**config.mk**
```make
export PLATFORM = sky130hd
export DESIGN_NAME = hazard_ctrl
export DESIGN_NICKNAME = d
export VERILOG_FILES = /design/src/rtl/hazard_ctrl.sv
export SDC_FILE = /design/constraint.sdc
export NUM_CORES = 1
export LEC_CHECK = 0
export BUFFER_PORTS_ARGS = -buffer_cell sky130_fd_sc_hd__buf_2
export CORE_MARGIN = 2
export CORE_UTILIZATION = 45
export CTS_CLUSTER_SIZE = 16
export DETAILED_ROUTE_END_ITERATION = 10
export GPL_TIMING_DRIVEN = 0
export PLACE_DENSITY = 0.67
export SLEW_MARGIN = 10
export SYNTH_ARGS = -nofsm -noshare
export SYNTH_HDL_FRONTEND = slang
export SYNTH_SLANG_ARGS = --single-unit
```
**constraint.sdc**
```tcl
create_clock -name i_clk -period 3.3 [get_ports i_clk]
set_clock_uncertainty 0.05 [all_clocks]
set_input_delay 0.495 -clock i_clk [delete_from_list [all_inputs] [get_ports i_clk]]
set_output_delay 0.495 -clock i_clk [all_outputs]
set_load 0.05 [all_outputs]
```
**src/rtl/hazard_ctrl.sv**
```systemverilog
// Pipeline hazard controller: tracks EX/MEM/WB destinations and raises stall, flush and bubble.
// Define FWD_EN when a forwarding unit is present; without it the block interlocks on every RAW hazard.
module hazard_ctrl #(
  parameter int XADDR = 5
) (
  input  logic             i_clk,
  input  logic             i_rst,
  input  logic             i_id_valid,
  input  logic [XADDR-1:0] i_id_rs1_addr,
  input  logic [XADDR-1:0] i_id_rs2_addr,
  input  logic             i_id_rs1_used,
  input  logic             i_id_rs2_used,
  input  logic [XADDR-1:0] i_id_rd_addr,
  input  logic             i_id_rd_wr_en,
  input  logic             i_id_is_load,
  input  logic             i_redirect,
  input  logic             i_mem_busy,
  output logic             or_stall_if,
  output logic             or_stall_id,
  output logic             or_flush_id,
  output logic             or_bubble_ex,
  output logic [XADDR-1:0] or_fwd_rd_addr_mem,
  output logic [XADDR-1:0] or_fwd_rd_addr_wb,
  output logic             or_fwd_wr_en_mem,
  output logic             or_fwd_wr_en_wb,
  output logic [15:0]      or_hazard_cnt
);

  typedef struct packed {
    logic             valid;
    logic [XADDR-1:0] rd;
    logic             wr_en;
    logic             is_load;
  } slot_t;

  localparam slot_t       BUBBLE  = '0;
  localparam logic [15:0] CNT_MAX = 16'hFFFF;

  // x0 is hard-wired to zero, so a slot targeting it never produces a result worth waiting for.
  function automatic logic f_writer(input slot_t s);
    return s.valid & s.wr_en & (s.rd != '0);
  endfunction

  function automatic logic f_src_match(
    input slot_t            s,
    input logic             use1,
    input logic [XADDR-1:0] addr1,
    input logic             use2,
    input logic [XADDR-1:0] addr2
  );
    return f_writer(s) & ((use1 & (addr1 == s.rd)) | (use2 & (addr2 == s.rd)));
  endfunction

  slot_t       r_ex;
  slot_t       r_mem;
  slot_t       r_wb;
  slot_t       w_id_slot;
  logic [15:0] r_hazard_cnt;
  logic [15:0] w_cnt_nxt;
  logic        w_cnt_inc;
  logic        w_hazard;
  logic        w_ex_match;
  logic        w_stall;
  logic        w_flush;
  logic        w_bubble;
  logic        w_unused;

  assign w_ex_match = f_src_match(r_ex, i_id_rs1_used, i_id_rs1_addr,
                                  i_id_rs2_used, i_id_rs2_addr);

`ifdef FWD_EN
  // MEM and WB results are bypassed, so only a load still in EX forces a wait.
  assign w_hazard = i_id_valid & w_ex_match & r_ex.is_load;
`else
  logic w_mem_match;
  logic w_wb_match;

  assign w_mem_match = f_src_match(r_mem, i_id_rs1_used, i_id_rs1_addr,
                                   i_id_rs2_used, i_id_rs2_addr);
  assign w_wb_match  = f_src_match(r_wb, i_id_rs1_used, i_id_rs1_addr,
                                   i_id_rs2_used, i_id_rs2_addr);
  assign w_hazard    = i_id_valid & (w_ex_match | w_mem_match | w_wb_match);
`endif

  // Priority: reset, then memory busy, then redirect, then the RAW hazard.
  assign w_stall  = ~i_rst & (i_mem_busy | (w_hazard & ~i_redirect));
  assign w_flush  = i_rst | (i_redirect & ~i_mem_busy);
  assign w_bubble = i_rst | ((w_hazard | i_redirect) & ~i_mem_busy);

  assign or_stall_if  = w_stall;
  assign or_stall_id  = w_stall;
  assign or_flush_id  = w_flush;
  assign or_bubble_ex = w_bubble;

  // NOTE: every signal written in always_comb gets a default first, so no path leaves it unassigned (no latch).
  always_comb begin
    w_id_slot = BUBBLE;
    if (i_id_valid && !w_bubble) begin
      w_id_slot.valid   = 1'b1;
      w_id_slot.rd      = i_id_rd_addr;
      w_id_slot.wr_en   = i_id_rd_wr_en;
      w_id_slot.is_load = i_id_is_load;
    end
  end

  // NOTE: non-blocking assignments let the three-stage shift read pre-edge values in any statement order.
  always_ff @(posedge i_clk) begin
    if (i_rst) begin
      r_ex  <= BUBBLE;
      r_mem <= BUBBLE;
      r_wb  <= BUBBLE;
    end else if (!i_mem_busy) begin
      r_wb  <= r_mem;
      r_mem <= r_ex;
      r_ex  <= w_id_slot;
    end
  end

  assign w_cnt_inc = w_hazard & ~i_redirect & ~i_mem_busy;
  assign w_cnt_nxt = (w_cnt_inc && (r_hazard_cnt != CNT_MAX)) ? r_hazard_cnt + 16'd1 : r_hazard_cnt;

  always_ff @(posedge i_clk) begin
    if (i_rst) begin
      r_hazard_cnt <= '0;
    end else begin
      r_hazard_cnt <= w_cnt_nxt;
    end
  end

  assign or_hazard_cnt      = r_hazard_cnt;
  assign or_fwd_rd_addr_mem = r_mem.rd;
  assign or_fwd_rd_addr_wb  = r_wb.rd;
  assign or_fwd_wr_en_mem   = f_writer(r_mem);
  assign or_fwd_wr_en_wb    = f_writer(r_wb);

  // The WB load flag is tracked for completeness but nothing downstream consumes it.
  assign w_unused = r_wb.is_load;

endmodule
```
==> results by group, run 1 <==
Status
  • Run status: completed

Cells and area
  • Sequential Area: 754 µm²
  • Design area: 2760 µm²
  • Share of cells above drive strength 1: 34.9%
  • Multi-input logic area: 1360 µm²
  • Final net count: 336
  • Fill count: 464
  • ANT cells: 0
  • Final Instance Count excl. Fillers: 379
  • Utilization of the core after routing: 57.9%
  • Synth-to-Final Area Change: 22.6%

Synth
  • Seq/Total Area, Yosys: 33.0%
  • Post-synth EDFFs: 0
  • Syn_area_per_cell: 8.99 µm²
  • Yosys reg bits: 37
  • Top cells by area, synth: dfxtp_1 (33%), xnor2_1 (12%), mux2_4 (6.7%)
  • Synth top area share: 33.0%
  • Mux cell area share after synthesis: 13.9%
  • Post-synth net total: 275
  • Main synth FF type: dfxtp_1
  • Yosys top cell by area: dfxtp_1
  • Simple-Gate Fraction of Synth Area: 26.2%
  • Post-Syn Instances: 250
  • Ys async rst share: 0%
  • Compound-Gate Fraction of Synth Area: 7.24%
  • Synth cell types: 41
  • Adder-Cell Fraction of Synth Area: 0.557%
  • Main combinational cell family by area after synthesis: simple AND/OR/NAND/NOR gates
  • YS warnings: 0
  • Synth Cell Area: 2250 µm²
  • Synth Area in XOR/XNOR: 11.7%

Power and ir drop
  • Clock power frac: 41.6%
  • Leak: 1.17 nW
  • Int Power: 0.745 mW
  • Reg power frac: 46.8%
  • Power, Total: 0.983 mW
  • Maximum vdd drop: 0.000210 V
  • Sw frac: 24.1%
  • P_sw: 0.237 mW
  • Logic pwr share: 11.7%
  • Pwr per Cell Area: 357 nW/µm²

Place
  • Inst Count DP: 371
  • HPWL Detailed: 3880 µm
  • Placed Area: 2610 µm²
  • IO buf count: 54
  • Pre-CTS worst setup slack: 144 ps
  • Routability cong.: 0.842

Global route
  • First-pass GRT wire length: 8420 µm
  • Vias in the first global route: 1821
  • Total track usage: 20.0%
  • Gr ovfl total: 0
  • Pin count of the biggest net entering global routing: 13
  • Initial antenna violation count: 0

Timing
  • Fin. Hold Viols: 0
  • Final setup fails: 0
  • Max Transition Viols Final: 0
  • Worst slew pin tran: 709 ps
  • Max Fclk: 317 MHz
  • Final worst slack: 143 ps
  • Relative slew slack: 52.7%
  • Hold WS: 349 ps
  • Tcrit/Tclk final: 95.7%
  • Setup TNS: 0 ps
  • Final min period: 3160 ps

Worst setup path
  • Critical Path Start Type: flop
  • CP max-delay cell: dfxtp_1
  • Critical path capture point type: output pin
  • CP most frequent cell: buf_4
  • Setup CP Type: reg -> out
  • Worst Path Max Fanout: 10
  • Critical Path Start: or_fwd_rd_addr_mem[2]
  • Crit path largest cell delay: 480 ps
  • Worst-path cell chain: xnor2_1 > nand4_1 > o22ai_1 > nand2_1 > and3_1 > buf_6 > buf_2 > or3b_1 > a21oi_2 > buf_4 > buf_4
  • R2R Path Start: or_fwd_rd_addr_mem[2]
  • Required time of the critical path: 2750 ps
  • Crit path DAT: 2610 ps

Detailed routing
  • DR vias/cell: 5.12
  • WL/cell: 13.4 µm
  • Residual DRC: 0
  • First-pass DRT Iterations: 4
  • Detailed Route WL: 5090 µm
  • Initial DRC count: 68
  • Vias: 1940
  • Antenna Violating Nets Remaining: 0

Clock network
  • Clock sink total: 37
  • H-tree Lvls: 2
  • Total CTS buffers: 5
  • CTS clk-pin slew, worst paths: 70 ps
  • Clock buffer depth: 2
  • Worst-Skew Late Latency: 300 ps
  • Post-CTS Setup Inserts: 0
  • Root Buffer: clkbuf_8
  • CTS tree: done

Floorplan
  • I/O Pins: 56
  • Num rows: 25
  • Die Wd: 74.7 µm
  • Die height: 74.7 µm
  • Die ar.: 5570 µm²
  • Starting density of the core: 47.3%
  • Core ar.: 4750 µm²

Worst hold path
  • Hold Path Class: in -> reg
  • Beginning of the worst hold path: i_id_rd_addr[2]

Run
  • Max_cap viols: 0
[registers in the layout, summed over array words and instances (netlist names)]
register,flops
or_fwd_rd_addr_wb,5
r_ex,7
or_hazard_cnt,16
r_wb,2
r_mem,2
or_fwd_rd_addr_mem,5
[path summary, 6_finish.rpt]
| kind | slack (ps) | endpoint | depth (start not counted) |
|---|---|---|---|
| max | 140 | or_stall_if | 11 |
| min | 350 | r_ex[4] | 2 |
| max reg2reg | 1040 | or_hazard_cnt[9] | 9 |
| min reg2reg | 450 | r_ex[1] | 2 |
[metal layers]
metal / track usage (%) / share of wire (%) / vias up
li1: - / - / 984
met3: 3.88 / 4.8 / 7
met4: 7.14 / 1.7 / 0
met5: 0 / 0 / -
met1: 28.8 / 50 / 904
met2: 30.0 / 43 / 45
[power by group through the flow]
stage	combinational [mW]	clock, mW	sequential (mW)
after detailed placement	0.113	0	0.469
after global routing	0.125	0.433	0.461
after floorplan	0.0766	0	0.467
after CTS	0.113	0.417	0.459
final	0.115	0.408	0.460
after global placement	0.112	0	0.469
[cell usage after synthesis (all sizes together) (3+ instances only)]
cell type  count
or3            4
nor4           6
inv            4
mux2i         14
o2bb2ai        6
nor3           6
nand4          7
nand3          7
xnor2         30
dfxtp         37
and3           4
clkbuf         4
mux2          12
nor2b         11
o21ai          4
nand2         21
nor2          30
o22ai          3
a21oi          5
buf           19
[layout make-up]
cell class | instances | share of cell area, %
inverter | 4 | 0.545
tap | 67 | 3.04
buffer | 23 | 5.54
clock buffer | 6 | 3.00
multi-input combinational | 186 | 49.2
timing repair buffer | 54 | 9.90
sequential | 37 | 27.4
clock inverter | 2 | 1.36
[what timing repair did]
| action | CTS | global route |
|---|---|---|
| hold endpoints to repair | 0 | 0 |
| endpoints found under the setup margin | 1 | 2 |
| hold buffers | 0 | 0 |
| gates resized for setup | 1 | 14 |
[layout by cell type, fill, tap and decap left out, types with 2 or more instances in the layout]
cell / instances
nor4b_1: 2
mux2_1: 2
xnor2_1: 29
nor2_1: 30
or3b_1: 2
nand4_1: 7
nand3_1: 7
nor3_1: 5
o311a_1: 2
mux2_4: 10
nor2b_1: 11
buf_2: 55
o21ai_0: 4
nor4_2: 4
buf_1: 3
o2bb2ai_1: 6
clkbuf_8: 6
a21oi_1: 4
o22ai_1: 2
dfxtp_2: 11
dfxtp_1: 26
buf_4: 13
or3_1: 4
clkbuf_1: 4
and3_1: 4
inv_1: 4
mux2i_1: 14
nand2_1: 21
[logic make-up (layout without fill, tap and decap cells)]
kind of cell	Yosys count	in the layout
flops	37	37
simple gates	106	106
mux	26	26
buf+inv	27	89
compound gates	23	23
xor+xnor	30	30
fa+ha+maj	1	1
[critical path, delay by kind of cell (launching register included)]
family                 cells  cell delay [ps]
AND/OR/NAND/NOR            4              750
AO/OA/AOI/OAI              2              340
flip-flops                 1              480
XOR/XNOR                   1              150
buffers and inverters      4              590
Note: power is estimated with default switching activity, not from simulation.
==> inputs of run 2 (changes only) <==
--- a/config.mk
+++ b/config.mk
@@ -5,8 +5,8 @@
 export SDC_FILE = /design/constraint.sdc
 export NUM_CORES = 1
 export LEC_CHECK = 0
+export ABC_AREA = 1
 export BUFFER_PORTS_ARGS = -buffer_cell sky130_fd_sc_hd__buf_2
-export CORE_MARGIN = 2
 export CORE_UTILIZATION = 45
 export CTS_CLUSTER_SIZE = 16
 export DETAILED_ROUTE_END_ITERATION = 10
==> results by group, run 2 <==
Worst setup path
  • CP Buf/Inv Count: 3 (-1)
  • Setup CP Type: reg -> out
  • Top delay family on crit path: simple AND/OR/NAND/NOR gates
  • Worst-path cell chain: inv_1 > nand2_1 > nand2_1 > nor2_1 > nand3_1 > nand2_1 > nand2_1 > nand3_2 > nand2_1 > a21oi_1 > buf_4 > buf_2
  • CP max-delay cell: dfxtp_1
  • Crit path largest cell delay: 420 ps (-60 ps)
  • Critical Path Start Type: flop
  • CP most frequent cell: nand2_1
  • Critical path capture point type: output pin
  • Required time of the critical path: 2750 ps (about the same)
  • FF-to-FF setup slack: 1260 ps (+220 ps)
  • Worst Path Max Fanout: 5 (-5)
  • Crit path DAT: 2000 ps (-610 ps)

Timing
  • Worst slew pin tran: 778 ps (+68.5 ps)
  • Max Fclk: 392 MHz (+24%)
  • Setup TNS: 0 ps (unchanged)
  • Final setup fails: 0 (unchanged)
  • Relative slew slack: 47.7% (-5.0 points)
  • Max Transition Viols Final: 0 (unchanged)
  • Final min period: 2550 ps (-609 ps)
  • RSZ-0062 raised after global routing: no
  • Tcrit/Tclk final: 77.2% (-18 points)
  • Fin. Hold Viols: 0 (unchanged)
  • Hold WS: 431 ps (+82.8 ps)

Floorplan
  • Die height: 74.3 µm (-0.46%)
  • Num rows: 25 (unchanged)
  • I/O Pins: 56 (unchanged)
  • Starting density of the core: 48.2% (+0.97 points)
  • Core ar.: 4880 µm² (+2.6%)
  • Die Wd: 74.3 µm (-0.46%)
  • Die ar.: 5520 µm² (-0.92%)

Detailed routing
  • Initial DRC count: 217 (+220%)
  • DR vias/cell: 4.85 (-5.2%)
  • First-pass DRT Iterations: 4 (unchanged)
  • WL/cell: 11.6 µm (-14%)
  • Residual DRC: 0 (unchanged)
  • Detailed Route WL: 6010 µm (+18%)
  • Vias: 2509 (+29%)
  • Antenna Violating Nets Remaining: 0 (unchanged)

Power and ir drop
  • Power, Total: 0.957 mW (-2.6%)
  • P_sw: 0.299 mW (+26%)
  • Leak: 1.32 nW (+13%)
  • Clock power frac: 33.2% (-8.4 points)
  • Maximum vdd drop: 0.000199 V (-5.4%)
  • Int Power: 0.658 mW (-12%)
  • Sw frac: 31.3% (+7.1 points)
  • Reg power frac: 49.2% (+2.4 points)
  • Pwr per Cell Area: 343 nW/µm² (-3.8%)
  • Logic pwr share: 17.6% (+5.9 points)

Synth
  • Post-Syn Instances: 389 (+56%)
  • Most instantiated cells after synthesis: nand2_1 (136), nor2_1 (40), inv_1 (39)
  • Post-synth net total: 414 (+51%)
  • Cell with the most instances after synthesis: nand2_1
  • Top cells by area, synth: dfxtp_1 (31%), nand2_1 (22%), a21oi_1 (7.7%)
  • Main synth FF type: dfxtp_1
  • Synth top area share: 31.5% (-1.5 points)
  • YS warnings: 0 (unchanged)
  • Post-synth EDFFs: 0 (unchanged)
  • Seq/Total Area, Yosys: 31.5% (-1.5 points)
  • Synth cell types: 22 (-46%)
  • Synth Cell Area: 2350 µm² (+4.7%)
  • Ys async rst share: 0% (unchanged)
  • Syn_area_per_cell: 6.05 µm² (-33%)
  • Yosys top cell by area: dfxtp_1
  • Yosys reg bits: 37 (unchanged)

Status
  • Run status: completed

Place
  • Placed Area: 2700 µm² (+3.7%)
  • IO buf count: 53 (-1.9%)
  • HPWL Detailed: 4700 µm (+21%)
  • Routability cong.: 0.909 (+7.9%)

Clock network
  • Worst-Skew Late Latency: 290 ps (about the same)
  • CTS tree: done
  • Clock buffer depth: 2 (unchanged)
  • Clock sink total: 37 (unchanged)
  • CTS resizes: 0 (-1)
  • Hold buffer count at cts: 0 (unchanged)
  • Total CTS buffers: 5 (unchanged)
  • Post-CTS Setup Inserts: 0 (unchanged)
  • CTS clk-pin slew, worst paths: 80 ps (about the same)
  • Root Buffer: clkbuf_8
  • H-tree Lvls: 2 (unchanged)

Cells and area
  • Most frequent cells in the layout: nand2_1 (136), buf_2 (53), nor2_1 (40), inv_1 (39), dfxtp_1 (37)
  • Final net count: 474 (+41%)
  • Synth-to-Final Area Change: 18.5%
  • Design area: 2790 µm² (+1.2%)
  • ANT cells: 0 (unchanged)
  • Share of cells above drive strength 1: 19.1% (-16 points)
  • Max reg flops: 16 (unchanged)
  • Utilization of the core after routing: 57.2% (-0.79 points)
  • Leading cell type in the layout, fill and taps excluded: nand2_1

Run
  • Max_cap viols: 0 (unchanged)

Global route
  • First-pass GRT wire length: 9840 µm (+17%)
  • Initial antenna violation count: 0 (unchanged)
  • Gr ovfl total: 0 (unchanged)
  • Vias in the first global route: 2130 (+17%)
  • Pin count of the biggest net entering global routing: 13 (unchanged)
  • Total track usage: 23.5% (+3.5 points)

Worst hold path
  • Hold Path Class: in -> reg
## run 2: cell count changes after synthesis, moves of 7 or more
| cell | change |
|---|---|
| a21oi_1 | +31 |
| inv_1 | +35 |
| inv_2 | +7 |
| mux2_4 | -10 |
| mux2i_1 | -14 |
| nand2_1 | +115 |
| nand3_1 | +10 |
| nor2_1 | +10 |
| nor2b_1 | -11 |
| o21ai_0 | +13 |
| xnor2_1 | -28 |
| xor2_1 | +12 |
## run 2: cell families (layout without fill, tap and decap cells)
group | after synthesis | after routing | share of synthesized area [%]
fa+ha+maj | 1 | 1 | 0.532
flops | 37 | 37 | 31.5
buf+inv | 67 | 128 | 12.9
xor+xnor | 14 | 14 | 5.21
compound gates | 53 | 53 | 11.3
simple gates | 217 | 217 | 38.6
## run 2: through the flow
step,setup slack [ps],instances
finish,752,517
global route,551,517
CTS,753,517
detailed placement,889,509
global placement,858,509
floorplan,404,389
## run 2: layout make-up
type                       count  area (µm²)
multi-input combinational    285        1310
inverter                      47         176
timing repair buffer          53         265
fill                         517        2090
clock inverter                 3        17.5
sequential                    37         741
clock buffer                   5        68.8
tap                           67        83.8
buffer                        20         128
## run 2: power groups by stage
stage | logic (mW) | clock network, mW | registers (mW)
floorplan | 0.120 | 0 | 0.477
global placement | 0.166 | 0 | 0.481
detailed placement | 0.167 | 0 | 0.481
CTS | 0.168 | 0.328 | 0.471
global route | 0.189 | 0.348 | 0.473
finish | 0.169 | 0.318 | 0.471
## run 2: final timing paths
| check | endpoint | cells past startpoint | start |
|---|---|---|---|
| worst min-delay path | r_ex[4] | 3 | i_id_rd_addr[2] |
| worst min register to register | r_wb[1] | 2 | r_wb[1] |
| worst max-delay path | or_stall_if | 12 | or_fwd_rd_addr_mem[3] |
| worst max register to register | or_hazard_cnt[14] | 7 | or_hazard_cnt[0] |
## run 2: layer usage
layer  up-vias  share of wire (%)  global-route usage (%)
met3        11                4.9                    4.07
met2        66                 40                    32.9
met4         0                1.8                    8.18
met5         -                  0                       0
li1       1340                  -                       -
met1      1092                 54                    35.8
## run 2: worst min-delay path, cell delays in order
cell and delay [ps]:
buf_2 90, nand4_1 70, a21oi_1 60
==> inputs of run 3 (changes only) <==
==> constraint.sdc (replaced) <==
create_clock -name i_clk -period 2.6 [get_ports i_clk]
set_clock_uncertainty 0.05 [all_clocks]
set_input_delay 0.39 -clock i_clk [delete_from_list [all_inputs] [get_ports i_clk]]
set_output_delay 0.39 -clock i_clk [all_outputs]
set_load 0.05 [all_outputs]
==> results by group, run 3 (same netlist as run 2, synthesis figures left out) <==
Status
  • Run status: completed

Cells and area
  • Final net count: 474 (unchanged)
  • Most frequent cells in the layout: nand2_1 (136), buf_2 (52), nor2_1 (40), inv_1 (39), dfxtp_1 (37)
  • Leading cell type in the layout, fill and taps excluded: nand2_1
  • Fill count: 525 (+1.5%)
  • ANT cells: 0 (unchanged)
  • Max reg flops: 16 (unchanged)
  • Synth-to-Final Area Change: 19.8%
  • Share of cells above drive strength 1: 19.1% (unchanged)
  • Design area: 2820 µm² (+1.1%)

Floorplan
  • Die height: 74.3 µm (unchanged)
  • Starting density of the core: 48.2% (unchanged)
  • Core ar.: 4880 µm² (unchanged)
  • Die Wd: 74.3 µm (unchanged)
  • I/O Pins: 56 (unchanged)
  • Num rows: 25 (unchanged)
  • Die ar.: 5520 µm² (unchanged)

Global route
  • Vias in the first global route: 2066 (-3.0%)
  • Initial antenna violation count: 0 (unchanged)
  • First-pass GRT wire length: 10000 µm (+2.0%)
  • Total track usage: 23.9% (+0.43 points)
  • Gr ovfl total: 0 (unchanged)
  • Pin count of the biggest net entering global routing: 13 (unchanged)

Power and ir drop
  • Pwr per Cell Area: 467 nW/µm² (+36%)
  • P_sw: 0.377 mW (+26%)
  • Logic pwr share: 16.4% (-1.2 points)
  • Reg power frac: 45.4% (-3.8 points)
  • Leak: 1.34 nW (+0.87%)
  • Int Power: 0.939 mW (+43%)
  • Clock power frac: 38.2% (+5.0 points)
  • Maximum vdd drop: 0.000263 V (+32%)
  • Sw frac: 28.7% (-2.6 points)

Detailed routing
  • Antenna Violating Nets Remaining: 0 (unchanged)
  • Detailed Route WL: 6250 µm (+4.1%)
  • Vias: 2536 (+1.1%)
  • First-pass DRT Iterations: 5 (+1)
  • WL/cell: 12.1 µm (+4.1%)
  • Residual DRC: 0 (unchanged)
  • DR vias/cell: 4.91 (+1.1%)
  • Initial DRC count: 112 (-48%)

Worst setup path
  • Crit path DAT: 1990 ps (about the same)
  • Crit path largest cell delay: 430 ps (about the same)
  • CP Capture Point: or_stall_if
  • Capturing point of the worst reg2reg path: or_hazard_cnt[8]
  • Critical path capture point type: output pin
  • CP max-delay cell: dfxtp_1
  • Setup CP Type: reg -> out
  • Critical Path Start Type: flop
  • R2R depth: 8 (+1)
  • Critical Path Start: or_fwd_rd_addr_wb[3]
  • FF-to-FF setup slack: 520 ps (-740 ps)
  • Required time of the critical path: 2160 ps (-590 ps)
  • CP most frequent cell: nand2_1
  • R2R Path Start: or_hazard_cnt[0]
  • Worst-path cell chain: inv_1 > nand2_1 > nand2_1 > nor2_1 > nand3_1 > nand2_1 > nand2_1 > nand3_2 > nand2_1 > a21oi_2 > buf_4 > clkbuf_4
  • Worst Path Max Fanout: 5 (unchanged)

Timing
  • Final min period: 2430 ps
  • Relative slew slack: 46.4% (-1.3 points)
  • Setup TNS: 0 ps (unchanged)
  • Final setup fails: 0 (unchanged)
  • Max Transition Viols Final: 0 (unchanged)
  • Max Fclk: 412 MHz
  • Tcrit/Tclk final: 93.3%
  • Fin. Hold Viols: 0 (unchanged)
  • RSZ-0062 raised after global routing: no
  • Worst slew pin tran: 797 ps (+19.5 ps)
  • Final worst slack: 175 ps (-578 ps)

Clock network
  • Total CTS buffers: 5 (unchanged)
  • Hold buffer count at cts: 0 (unchanged)
  • CTS clk-pin slew, worst paths: 80 ps (about the same)
  • CTS tree: done
  • H-tree Lvls: 2 (unchanged)
  • Worst-Skew Late Latency: 290 ps (about the same)
  • Clock buffer depth: 2 (unchanged)
  • Clock sink total: 37 (unchanged)
  • Root Buffer: clkbuf_8

Place
  • Routability cong.: 0.936 (+3.0%)
  • Pre-CTS worst setup slack: 408 ps (-481 ps)
  • HPWL Detailed: 4810 µm (+2.2%)
  • Placed Area: 2710 µm² (+0.14%)
  • IO buf count: 53 (unchanged)

Worst hold path
  • Hold Path Class: in -> reg

Run
  • Max_cap viols: 0 (unchanged)
[run 3: cell types whose count changed in the layout (fill, tap and decap cells not counted)]
cell	before	now
clkbuf_4	0	1
clkinvlp_4	1	0
buf_2	53	52
bufinv_16	0	1
a21oi_2	0	1
clkinv_4	0	1
a21oi_1	36	35
clkinv_2	2	0
clkbuf_1	7	8
[run 3: repair_timing]
item,CTS,global route
buffers inserted,0,0
gates resized for setup,0,1
setup endpoints to repair,0,1
[run 3: metrics by stage]
step	util [%]	hold slack (ps)	total power, mW	instances
4_1_cts	57.7	311	1.33	517
5_1_grt	57.8	324	1.38	517
3_3_place_gp	55.5	422	0.823	509
6_report	57.8	315	1.32	517
3_5_place_dp	55.5	435	0.825	509
2_1_floorplan	-	405	0.759	389
[run 3: layer usage]
layer	up-vias	global-route usage (%)	share of wire [%]
met5	-	0	0
met4	0	6.50	0.75
met3	7	4.07	6.1
met2	80	34.1	42
met1	1113	36.8	51
li1	1336	-	-
[run 3: how the worst min path moves through the flow]
stage	startpoint	endpoint	slack, ps	depth (start not counted)
3_3_place_gp	r_wb[7]	r_wb[7]	420	2
6_report	i_id_rd_addr[0]	r_ex[2]	320	3
2_1_floorplan	r_ex[7]	r_ex[7]	400	2
4_1_cts	i_id_rd_addr[0]	r_ex[2]	310	3
5_1_grt	i_id_rd_addr[0]	r_ex[2]	320	3
3_5_place_dp	r_ex[7]	r_ex[7]	440	2
[run 3: final cells by class]
| type | instances | area, µm² | area share [%] |
|---|---|---|---|
| timing repair buffer | 53 | 268 | 9.49 |
| sequential | 37 | 741 | 26.3 |
| multi-input combinational | 285 | 1310 | 46.5 |
| inverter | 47 | 176 | 6.26 |
| buffer | 20 | 128 | 4.53 |
| tap | 67 | 83.8 | 2.97 |
| clock inverter | 2 | 38.8 | 1.38 |
| clock buffer | 6 | 72.6 | 2.57 |
[run 3: critical path: cells and delay by family (launching register included)]
family / cells / cell delay (ps)
compound gates: 1 / 140
buf+inv: 3 / 430
simple gates: 8 / 690
flops: 1 / 430
[run 3: power by group through the flow]
stage / sequential, mW / combinational, mW / clock [mW]
floorplan: 0.606 / 0.153 / 0
global placement: 0.611 / 0.212 / 0
finish: 0.598 / 0.216 / 0.502
CTS: 0.598 / 0.214 / 0.518
global route: 0.600 / 0.239 / 0.542
detailed placement: 0.611 / 0.214 / 0
